$ cat config.mk
export PLATFORM = sky130hd
export DESIGN_NAME = mem_port_arbiter
export DESIGN_NICKNAME = d
export VERILOG_FILES = /design/src/rtl/mem_port_arbiter.sv
export SDC_FILE = /design/constraint.sdc
export NUM_CORES = 1
export LEC_CHECK = 0
export BUFFER_PORTS_ARGS = -buffer_cell sky130_fd_sc_hd__clkbuf_2
export CAP_MARGIN = 20
export CORE_AREA = 2 2 122 124
export CTS_BUF_LIST = sky130_fd_sc_hd__clkbuf_16
export DETAILED_ROUTE_END_ITERATION = 10
export DIE_AREA = 0 0 124 126
export PLACE_DENSITY = 0.55
export SETUP_SLACK_MARGIN = 0.5
export SYNTH_ARGS = -nofsm -noshare
export SYNTH_HDL_FRONTEND = slang
export SYNTH_SLANG_ARGS = --single-unit
$ cat constraint.sdc
create_clock -name clk -period 3.8 [get_ports clk]
set_clock_uncertainty 0.2 [all_clocks]
set_input_delay 0.57 -clock clk [delete_from_list [all_inputs] [get_ports clk]]
set_output_delay 0.57 -clock clk [all_outputs]
set_load 0.02 [all_outputs]
$ cat src/rtl/mem_port_arbiter.sv
// mem_port_arbiter: shares one single-port memory between ifetch and data.
// Optional ARB_ROUND_ROBIN_EN selects alternating priority on contention.
module mem_port_arbiter #(
    parameter int ADDR_WIDTH = 32,
    parameter int DATA_WIDTH = 32
) (
    input  logic                    clk,
    input  logic                    rst_n,

    input  logic                    imem_valid_i,
    output logic                    imem_ready_o,
    input  logic [ADDR_WIDTH-1:0]   imem_addr_i,
    input  logic [DATA_WIDTH-1:0]   imem_wdata_i,
    input  logic [DATA_WIDTH/8-1:0] imem_we_i,
    output logic [DATA_WIDTH-1:0]   imem_rdata_o,

    input  logic                    dmem_valid_i,
    output logic                    dmem_ready_o,
    input  logic [ADDR_WIDTH-1:0]   dmem_addr_i,
    input  logic [DATA_WIDTH-1:0]   dmem_wdata_i,
    input  logic [DATA_WIDTH/8-1:0] dmem_we_i,
    output logic [DATA_WIDTH-1:0]   dmem_rdata_o,

    output logic                    mem_valid_o,
    input  logic                    mem_ready_i,
    output logic [ADDR_WIDTH-1:0]   mem_addr_o,
    output logic [DATA_WIDTH-1:0]   mem_wdata_o,
    output logic [DATA_WIDTH/8-1:0] mem_we_o,
    input  logic [DATA_WIDTH-1:0]   mem_rdata_i,

    output logic [1:0]              grant_o
);

    typedef enum logic [1:0] {
        IDLE  = 2'b00,
        GNT_I = 2'b01,
        GNT_D = 2'b10
    } state_t;

    state_t state;
    state_t state_nxt;
    logic   pick_d;

`ifdef ARB_ROUND_ROBIN_EN
    // 0: instruction port won last, 1: data port won last
    logic last_grant;

    // Data wins contention only if instruction won the previous grant
    always_comb begin
        pick_d = dmem_valid_i && (!imem_valid_i || !last_grant);
    end

    // Remember the owner on every entry into a grant state
    always_ff @(posedge clk or negedge rst_n) begin
        if (!rst_n) begin
            last_grant <= 1'b0;
        end else if (state == IDLE && state_nxt != IDLE) begin
            last_grant <= (state_nxt == GNT_D);
        end
    end
`else
    // Fixed priority: the data port always wins contention
    always_comb begin
        pick_d = dmem_valid_i;
    end
`endif

    // State register; reset drops any grant immediately
    always_ff @(posedge clk or negedge rst_n) begin
        if (!rst_n) begin
            state <= IDLE;
        end else begin
            state <= state_nxt;
        end
    end

    // Next state: arbitrate in IDLE, release on completion or abort
    always_comb begin
        state_nxt = state;
        case (state)
            IDLE: begin
                if (pick_d) begin
                    state_nxt = GNT_D;
                end else if (imem_valid_i) begin
                    state_nxt = GNT_I;
                end
            end
            GNT_I: begin
                if (!imem_valid_i || mem_ready_i) begin
                    state_nxt = IDLE;
                end
            end
            GNT_D: begin
                if (!dmem_valid_i || mem_ready_i) begin
                    state_nxt = IDLE;
                end
            end
            default: state_nxt = IDLE;
        endcase
    end

    // Memory-side mux and owner-only ready, all decoded from the state
    always_comb begin
        mem_valid_o  = 1'b0;
        mem_addr_o   = '0;
        mem_wdata_o  = '0;
        mem_we_o     = '0;
        imem_ready_o = 1'b0;
        dmem_ready_o = 1'b0;
        case (state)
            GNT_I: begin
                mem_valid_o  = imem_valid_i;
                mem_addr_o   = imem_addr_i;
                mem_wdata_o  = imem_wdata_i;
                mem_we_o     = imem_we_i;
                imem_ready_o = imem_valid_i && mem_ready_i;
            end
            GNT_D: begin
                mem_valid_o  = dmem_valid_i;
                mem_addr_o   = dmem_addr_i;
                mem_wdata_o  = dmem_wdata_i;
                mem_we_o     = dmem_we_i;
                dmem_ready_o = dmem_valid_i && mem_ready_i;
            end
            default: begin
                mem_valid_o = 1'b0;
            end
        endcase
    end

    // Read data fans out to both ports; ready qualifies it
    assign imem_rdata_o = mem_rdata_i;
    assign dmem_rdata_o = mem_rdata_i;

    assign grant_o = state;

endmodule

---- Word-level counts from Yosys, hierarchy flattened ----
Cells that the tools add are included.
storage, ports and cells
  flip-flop bits (word level) ............. 2
  word-level logic and storage cells ...... 25
cells by class
  eq/ne operators ......................... 5
  muxes and demuxes ....................... 11
  reductions and logical operators ........ 8
operator list
  cell                                           count
  one-hot mux 32 bit (2 select lines)            2
  two-way mux 2 bit                              4
  one-hot mux 4 bit (2 select lines)             1
  one-hot mux 2 bit (3 select lines)             1
  inequality test 2 bit, second input constant   2
  inequality test 3 bit, second input constant   1
  AND reduction 3 bit                            1
  == test 2 x 1 -> 1 bit, second input constant  1
  == test 2 bit, second input constant           1
  logical AND 1 bit                              2
  zero test 1 bit                                2
  zero test 2 bit                                1
  logical OR 1 bit                               2
  two-way mux 1 bit                              2
  one-hot mux 1 bit (2 select lines)             1

---- Logic depth before layout (Yosys ltp) ----
Gate-level depths: netlist (run 1).
  depth in word-level cells ............... 4
  mapped depth ............................ 7
  depth with buffers taken out ............ 5

---- Worst setup path before layout (run 1) ----
No wires, ideal clock.
  path type ............................... flip-flop to output port
  from .................................... register state[0] (netlist: grant_o[0])
  to ...................................... output port mem_addr_o[10]
  data arrival time ....................... 1.633 ns
  data required time ...................... 3.030 ns
  setup slack ............................. 1.397 ns
  stages on the path, launching flop included .. 6
  cells stage by stage .................... dfrtp_1 inv_1 ha_1 buf_2 buf_2 nor2b_1
on the way
  longest elaborated chain between the ends .. 2
  elaborated cells between the ends (all ways) .. 3
  those cells by class .................... 2 x eq/ne; 1 x mux
RTL lines
  element                                                         line  RTL
  from (decl)                                                     40    state_t state;
  from (signal assigned)                                          73    state <= state_nxt;
  == test 2 bit / == test 2 x 1 -> 1 bit (equally long branches)  110   case (state)
  one-hot mux 32 bit (2 select lines) *                           110
  to (decl)                                                       26    output logic [ADDR_WIDTH-1:0] mem_addr_o,
Every way passes the cells marked *; elsewhere a longest branch is shown, timed or not.

---- Final worst setup path (run 1) ----
  from .................................... register state[0] (netlist: grant_o[0])
  to ...................................... output port mem_wdata_o[16]
on the way
  longest elaborated chain between the ends .. 2
  elaborated cells between the ends (all ways) .. 3
  those cells by class .................... 2 x eq/ne; 1 x mux
RTL lines
  element                                                         line  RTL
  == test 2 bit / == test 2 x 1 -> 1 bit (equally long branches)  110
  one-hot mux 32 bit (2 select lines) *                           110
  to (decl)                                                       27    output logic [DATA_WIDTH-1:0] mem_wdata_o,
Marks and branches as above.

==> results of run 1 <==
-- kinds of logic after synthesis --
group / share of synthesized area, %
buf+inv: 35.03
fa+ha+maj: 3.311
simple gates: 24.44
compound gates: 34.57
flops: 2.649
-- metal layers --
| metal | part of all wire [%] | vias to the layer above | GRT usage [%] |
|---|---|---|---|
| met2 | 50 | 132 | 14.06 |
| met5 | 0 | - | 0 |
| met4 | 2.1 | 0 | 2.247 |
| met3 | 9.3 | 23 | 1.449 |
| li1 | - | 1075 | - |
| met1 | 38 | 969 | 8.582 |
-- worst paths after layout --
kind	startpoint	end	slack [ps]
max	grant_o[0]	mem_wdata_o[16]	1060
max in group asynchronous	rst_n	grant_o[1]	2780
max reg2reg	grant_o[1]	grant_o[0]	2210
min	grant_o[1]	grant_o[1]	460
min in group asynchronous	rst_n	grant_o[0]	510
min reg2reg	grant_o[1]	grant_o[1]	460
-- cell type report --
class / instances / share of cell area [%]
multi-input cells: 154 / 43.99
flip-flops and latches: 2 / 1.862
inverters: 5 / 0.6983
repair buffers: 218 / 42.09
well taps: 184 / 8.566
clock buffers: 3 / 2.793
-- repair_timing --
action	4_1_cts	5_1_grt
setup endpoints to repair	0	0
endpoints found under the hold margin	2	0
hold buffers	1	0
-- layout by cell type (no fill, tap or decap) --
cell	instances
sky130_fd_sc_hd__clkbuf_16	3
sky130_fd_sc_hd__nor2b_1	69
sky130_fd_sc_hd__ha_1	3
sky130_fd_sc_hd__clkbuf_2	213
sky130_fd_sc_hd__nand3b_1	1
sky130_fd_sc_hd__buf_4	2
sky130_fd_sc_hd__a21oi_1	2
sky130_fd_sc_hd__a32oi_1	1
sky130_fd_sc_hd__and3_1	2
sky130_fd_sc_hd__o21ai_0	1
sky130_fd_sc_hd__ha_2	2
sky130_fd_sc_hd__dlygate4sd3_1	1
sky130_fd_sc_hd__a22oi_1	50
sky130_fd_sc_hd__inv_1	5
sky130_fd_sc_hd__buf_12	2
sky130_fd_sc_hd__nand3_1	2
sky130_fd_sc_hd__a22oi_2	19
sky130_fd_sc_hd__dfrtp_1	2
sky130_fd_sc_hd__o211ai_1	1
sky130_fd_sc_hd__a22o_1	1
-- power groups by stage --
| stage | logic [mW] | registers (mW) | clock network [mW] |
|---|---|---|---|
| 6_report | 1.37 | 0.0408 | 0.159 |
| 5_1_grt | 1.50 | 0.0423 | 0.163 |
| 4_1_cts | 1.38 | 0.0409 | 0.160 |
| 3_5_place_dp | 1.38 | 0.0412 | 0 |
| 3_3_place_gp | 1.39 | 0.0414 | 0 |
| 2_1_floorplan | 1.12 | 0.0479 | 0 |
-- tightest hold or removal path: stages, from the launching register on --
cell                       delay, ps
sky130_fd_sc_hd__dfrtp_1         430
sky130_fd_sc_hd__nand3b_1         90
sky130_fd_sc_hd__nand3_1          90
-- stage by stage --
| step | hold slack [ps] | setup slack (ps) | utilization (%) |
|---|---|---|---|
| final | 455.8 | 1057 | 18.78 |
| after global routing | 513.7 | 879.4 | 18.78 |
| after CTS | 460.9 | 1048 | 18.78 |
| after detailed placement | 167.1 | 1279 | 18.18 |
| after global placement | 162.4 | 1278 | 18.18 |
| after floorplan | 74.41 | 1397 | - |
==> implementation parameters, run 1 <==
Parameter                              Value

Status
  Status    finished clean

Place
  DP HPWL    5204 microns
  IO Port Bufs    213
  Cell Area, Placed    2603 sq um
  Final Wtd Congestion    0.7669
  Number of cells in the design after placement    562

Finish
  Fill count    1626
  Area Growth Syn to Fin    42.25%
  Nets@finish    562
  Area taken by multi-input logic gates    1182 sq um
  Max FFs per register    2
  Total non-filler cell area in the finished layout    2688 sq um
  Share of post-route cells with drive strength above 1    63.09%
  Flip-flop and latch area    50.05 sq um
  ANT cells    0
  Non-filler instance count after layout    566

GRT
  Global router's overall resource usage    7.562%
  Largest net degree at the start of global routing    64
  Total overflow reported by the global router    0
  Number of antenna violations at the first check in global routing    0
  Number of global-route vias before repair    2064
  Wire length of the first global-routing pass    9680 microns

Drt
  1st-iter DRT viols    69
  Remaining DRCs    0
  Per-cell routed wire length    11.64 microns
  Drt total wl    6587 microns
  Ratio of routed vias to standard cells    3.885
  Number of search-and-repair iterations in the first detailed-routing pass    4
  Total via count in the routed design    2199
  ANT nets after route    0

Timing
  Relative slew slack    78.25%
  Achievable Freq    0.3646 GHz
  Setup violators final    0
  Setup Total Neg Slack    0 ps
  RSZ-0062 raised after global routing    no
  Hold Violations, Final    0
  Final critical-path share of the clock period    72.17%
  Count of final max-slew check failures    0
  Least-Margin Pin Slew    326.3 ps
  Time the final worst path needs with I/O delays and setup    2743 ps

Critical path
  Logic depth of the worst setup path including buffers    6
  Kind of launch point of the worst setup path    register
  Worst Setup End Kind    primary output
  Crit path cell chain    inv_1 > ha_2 > buf_12 > a22oi_1 > nor2b_1 > clkbuf_2
  Required arrival time at the worst endpoint    3030 ps
  Cell with the largest stage delay on the worst path    sky130_fd_sc_hd__dfrtp_1
  Biggest fanout along the worst timing path    54
  Delay-heaviest family, CP    buffers and inverters
  Kind of critical path    register to primary output
  Count of cells along the worst register-to-register path    5
  Bufs and invs on worst path    3
  CP Data Arrival Time    1970 ps
  Longest individual stage delay on the worst path    410 ps

Clock network
  CTS tree    done
  Count of instances resized after the clock tree is built    0
  Clock-pin transition on the worst setup and hold timing paths    30 ps
  Clk Tree Root Cell    sky130_fd_sc_hd__clkbuf_16
  Num CTS Buffers    3
  Bufs on Longest Clock Path    2
  Number of buffers inserted by post-CTS setup repair    0
  Worst skew pair latency    220 ps
  Maximum level of the CTS H-tree    1
  Clock sink count    2

Floorplan
  Die H    126 microns
  Num ports    310
  Row count    44
  Overall die width    124 microns
  Starting Density    13.20%
  DIE AREA    15620 sq um
  Placeable core area    14310 sq um

Synth
  Sequential fraction of the synthesis area    2.649%
  Library cell with the highest instance count after synthesis    sky130_fd_sc_hd__nor2b_1
  Netlist area before placement    1889 sq um
  Synth area leader    sky130_fd_sc_hd__buf_4
  Number of synthesized flops with an enable pin    0
  Post-synthesis cell count    248
  Top cells by area in the synthesized netlist    sky130_fd_sc_hd__buf_4 (26%), sky130_fd_sc_hd__nor2b_1 (23%), sky130_fd_sc_hd__a22oi_1 (20%), sky130_fd_sc_hd__a22oi_2 (13%), sky130_fd_sc_hd__ha_1 (3.3%)
  Average cell area after synthesis    7.618 sq um
  Distinct cells, synth    19
  Most frequently used flop master after synthesis    sky130_fd_sc_hd__dfrtp_1
  Fraction of registers with async set/reset    100.0%
  Share of the synthesized area in the top cell type    25.83%
  Mapped Nets    426
  Total number of yosys warnings    0
  Top cells by instance count after synthesis    sky130_fd_sc_hd__nor2b_1 (69), sky130_fd_sc_hd__buf_4 (65), sky130_fd_sc_hd__a22oi_1 (50), sky130_fd_sc_hd__a22oi_2 (19), sky130_fd_sc_hd__buf_2 (10)
  Flop and latch count out of synthesis    2

Flow run
  Number of max-cap violations    0

Power and ir drop
  Net switching power    0.8315 mW
  Power density over the cells    582.8 nW/um^2
  Worst vdd rail ir drop    0.0002522 V
  Overall power after layout    1.566 mW
  Static leakage    1.295 nW
  Part of the total power dissipated in sequential elements    2.6%
  Switching part of the total    53.08%
  Internal Dissipation    0.7349 mW
  Combinational fraction of design power    87.3%
  Fraction of power consumed by the clock network    10.1%

Min path
  Hold Path Class    register to register
  Cell depth of the worst min-delay path    2
Power figures use the tool's default switching activity.
==> inputs of run 2 (changes only) <==
==> constraint.sdc (replaced) <==
create_clock -name clk -period 2.6 [get_ports clk]
set_clock_uncertainty 0.2 [all_clocks]
set_input_delay 0.39 -clock clk [delete_from_list [all_inputs] [get_ports clk]]
set_output_delay 0.39 -clock clk [all_outputs]
set_load 0.02 [all_outputs]
==> run 2 against run 1 <==
  * First-iteration DRC count is 13% lower
  * Routed wire length is 39% higher
  * Clock power is 45% higher
  * Core utilization is 6.6 points higher
  * Via count is 11% higher
  * Worst hold slack worse by 150 ps
  * Setup slack worse by 730 ps
  * Total power is 120% higher
  * Highest routed layer unchanged
==> implementation parameters, run 2 (synthesized netlist as in run 1, its figures left out) <==
Parameter                              Value

GRT
  Wire length of the first global-routing pass    10810 microns (was 9680 microns)
  Number of antenna violations at the first check in global routing    0 (unchanged)
  Total overflow reported by the global router    0 (unchanged)
  Number of global-route vias before repair    2125 (was 2064)
  Largest net degree at the start of global routing    42 (was 64)
  Global router's overall resource usage    8.833% (was 7.562%)

Drt
  Per-cell routed wire length    15.44 microns (was 11.64 microns)
  ANT nets after route    0 (unchanged)
  Total via count in the routed design    2450 (was 2199)
  Number of search-and-repair iterations in the first detailed-routing pass    4 (unchanged)
  Remaining DRCs    0 (unchanged)
  Drt total wl    9173 microns (was 6587 microns)
  1st-iter DRT viols    60 (was 69)
  Ratio of routed vias to standard cells    4.125 (was 3.885)

Floorplan
  DIE AREA    15620 sq um (unchanged)
  Placeable core area    14310 sq um (unchanged)
  Overall die width    124 microns (unchanged)
  Row count    44 (unchanged)
  Starting Density    13.20% (unchanged)
  Num ports    310 (unchanged)
  Die H    126 microns (unchanged)

Min path
  Hold Path Class    input pin to async pin (was register to register)

Timing
  Relative slew slack    87.65% (was 78.25%)
  Least-Margin Pin Slew    183.3 ps (was 326.3 ps)
  Final-layout worst hold slack    301.2 ps (was 455.8 ps)
  Final critical-path share of the clock period    87.34%
  Setup violators final    0 (unchanged)
  Hold Violations, Final    0 (unchanged)
  RSZ-0062 raised after global routing    yes (was no)
  Fin worst setup slack    329.2 ps (was 1057 ps)
  Time the final worst path needs with I/O delays and setup    2271 ps
  Count of final max-slew check failures    0 (unchanged)
  Setup Total Neg Slack    0 ps (unchanged)
  Achievable Freq    0.4404 GHz

Place
  Final Wtd Congestion    0.7639 (was 0.7669)
  IO Port Bufs    213 (unchanged)
  Worst slack after detailed placement    422.2 ps (was 1279 ps)
  DP HPWL    5512 microns (was 5204 microns)

Clock network
  Worst skew pair latency    220 ps (about the same)
  Clock sink count    2 (unchanged)
  Clk Tree Root Cell    sky130_fd_sc_hd__clkbuf_16 (unchanged)
  Num CTS Buffers    3 (unchanged)
  Bufs on Longest Clock Path    2 (unchanged)
  CTS tree    done (unchanged)
  Maximum level of the CTS H-tree    1 (unchanged)
  Clock-pin transition on the worst setup and hold timing paths    30 ps (about the same)

Finish
  ANT cells    0 (unchanged)
  Most frequent standard cell in the layout excluding fill and tap cells    sky130_fd_sc_hd__clkbuf_2 (unchanged)
  Max FFs per register    2 (unchanged)
  Share of post-route cells with drive strength above 1    81.22% (was 63.09%)
  Area Growth Syn to Fin    92.12% (was 42.25%)
  Final core utilization    25.36% (was 18.78%)
  Highest-count cells in the layout ignoring fill and taps    sky130_fd_sc_hd__clkbuf_2 (157), sky130_fd_sc_hd__a22oi_2 (67), sky130_fd_sc_hd__nor2b_1 (58) (was sky130_fd_sc_hd__clkbuf_2 (213), sky130_fd_sc_hd__nor2b_1 (69), sky130_fd_sc_hd__a22oi_1 (50))
  Nets@finish    590 (was 562)

Critical path
  FF-to-FF Start    grant_o[1] (unchanged)
  Kind of launch point of the worst setup path    register (unchanged)
  Required arrival time at the worst endpoint    2010 ps (was 3030 ps)
  CP Data Arrival Time    1680 ps (was 1970 ps)
  Worst Setup End Kind    primary output (unchanged)
  Bufs and invs on worst path    4 (was 3)
  Delay-heaviest family, CP    buffers and inverters (unchanged)
  Cell with the largest stage delay on the worst path    sky130_fd_sc_hd__dfrtp_2 (was sky130_fd_sc_hd__dfrtp_1)
  Crit path cell chain    buf_12 > ha_4 > buf_4 > buf_12 > a22oi_2 > nor2b_1 > buf_2 (was inv_1 > ha_2 > buf_12 > a22oi_1 > nor2b_1 > clkbuf_2)
  Worst-case register-to-register setup slack    960 ps (was 2210 ps)
  Cell type with the highest occurrence count on the critical path    sky130_fd_sc_hd__buf_12
  Critical register-to-register path endpoint    grant_o[0] (unchanged)
  Biggest fanout along the worst timing path    10 (was 54)
  Longest individual stage delay on the worst path    440 ps (was 410 ps)
  Kind of critical path    register to primary output (unchanged)
  Count of cells along the worst register-to-register path    5 (unchanged)

Flow run
  Number of max-cap violations    0 (unchanged)

Status
  Status    finished clean (unchanged)

Power and ir drop
  Static leakage    1.622 nW (was 1.295 nW)
  Worst vdd rail ir drop    0.0003042 V (was 0.0002522 V)
  Power density over the cells    960.4 nW/um^2 (was 582.8 nW/um^2)
==> run 2: cell count changes in the layout (fill, tap and decap cells not counted), moves of 3 or more <==
cell                        change
sky130_fd_sc_hd__a22oi_1       -48
sky130_fd_sc_hd__a22oi_2       +48
sky130_fd_sc_hd__buf_12         +7
sky130_fd_sc_hd__buf_16         +3
sky130_fd_sc_hd__buf_2         +22
sky130_fd_sc_hd__buf_4         +34
sky130_fd_sc_hd__buf_6          +4
sky130_fd_sc_hd__buf_8          +3
sky130_fd_sc_hd__clkbuf_16      +7
sky130_fd_sc_hd__clkbuf_2      -56
sky130_fd_sc_hd__ha_4           +3
sky130_fd_sc_hd__nor2b_1       -11
sky130_fd_sc_hd__nor2b_2       +11
==> run 2: stage by stage <==
stage          instance area (sq um)  cells  total power [mW]
2_1_floorplan                   1919    248             1.742
4_1_cts                         3059    577             2.809
5_1_grt                         3630    594             3.709
6_report                        3630    594             3.486
3_5_place_dp                    2648    564             2.128
3_3_place_gp                    2648    564             2.136
==> run 2: final cells by class <==
cell class                      count  area [sq um]
Clock buffer                        3         75.07
Fill cell                        1561         10680
Inverter                            5         23.77
Multi-Input combinational cell    154          1483
Sequential cell                     2         52.55
Tap cell                          184         230.2
Timing Repair Buffer              246          1765
==> run 2: timing repair <==
item / 4_1_cts / 5_1_grt
gates cloned: 4 / 11
buffers inserted: 5 / 6
hold endpoints to repair: 2 / 0
pin swaps: 1 / 5
gates resized for setup: 43 / 121
hold buffers: 1 / 0
setup endpoints to repair: 70 / 70
==> run 2: worst reg2reg max path, delay by kind of cell, from the launching register on <==
family | cells | cell delay [ps]
AOI/OAI and AO/OA | 3 | 500
DFF | 1 | 440
adders and majority gates | 1 | 240
buffers and inverters | 1 | 140
==> run 2: worst max-delay path by stage <==
| stage | cells after the start | from | endpoint | slack (ps) |
|---|---|---|---|---|
| floorplan | 7 | grant_o[0] | mem_addr_o[1] | 530 |
| global placement | 6 | grant_o[0] | mem_addr_o[31] | 470 |
| detailed placement | 6 | grant_o[0] | mem_we_o[2] | 420 |
| CTS | 6 | grant_o[0] | mem_we_o[2] | 370 |
| global route | 7 | grant_o[1] | mem_wdata_o[22] | 270 |
| finish | 7 | grant_o[1] | mem_wdata_o[22] | 330 |
==> run 2: metal layers <==
metal  GRT usage (%)  up-vias  part of all wire (%)
met4           2.181        0                   2.8
met3           1.993       22                   9.6
met2           16.32      151                    50
li1                -     1140                     -
met5               0        -                     0
met1           10.11     1137                    38
==> run 2: power by group <==
part / total, mW / internal [mW] / switching (mW)
logic: 3.19 / 1.65 / 1.54
clock network: 0.230 / 0.196 / 0.0345
registers: 0.0678 / 0.0447 / 0.0231
total: 3.49 / 1.89 / 1.60
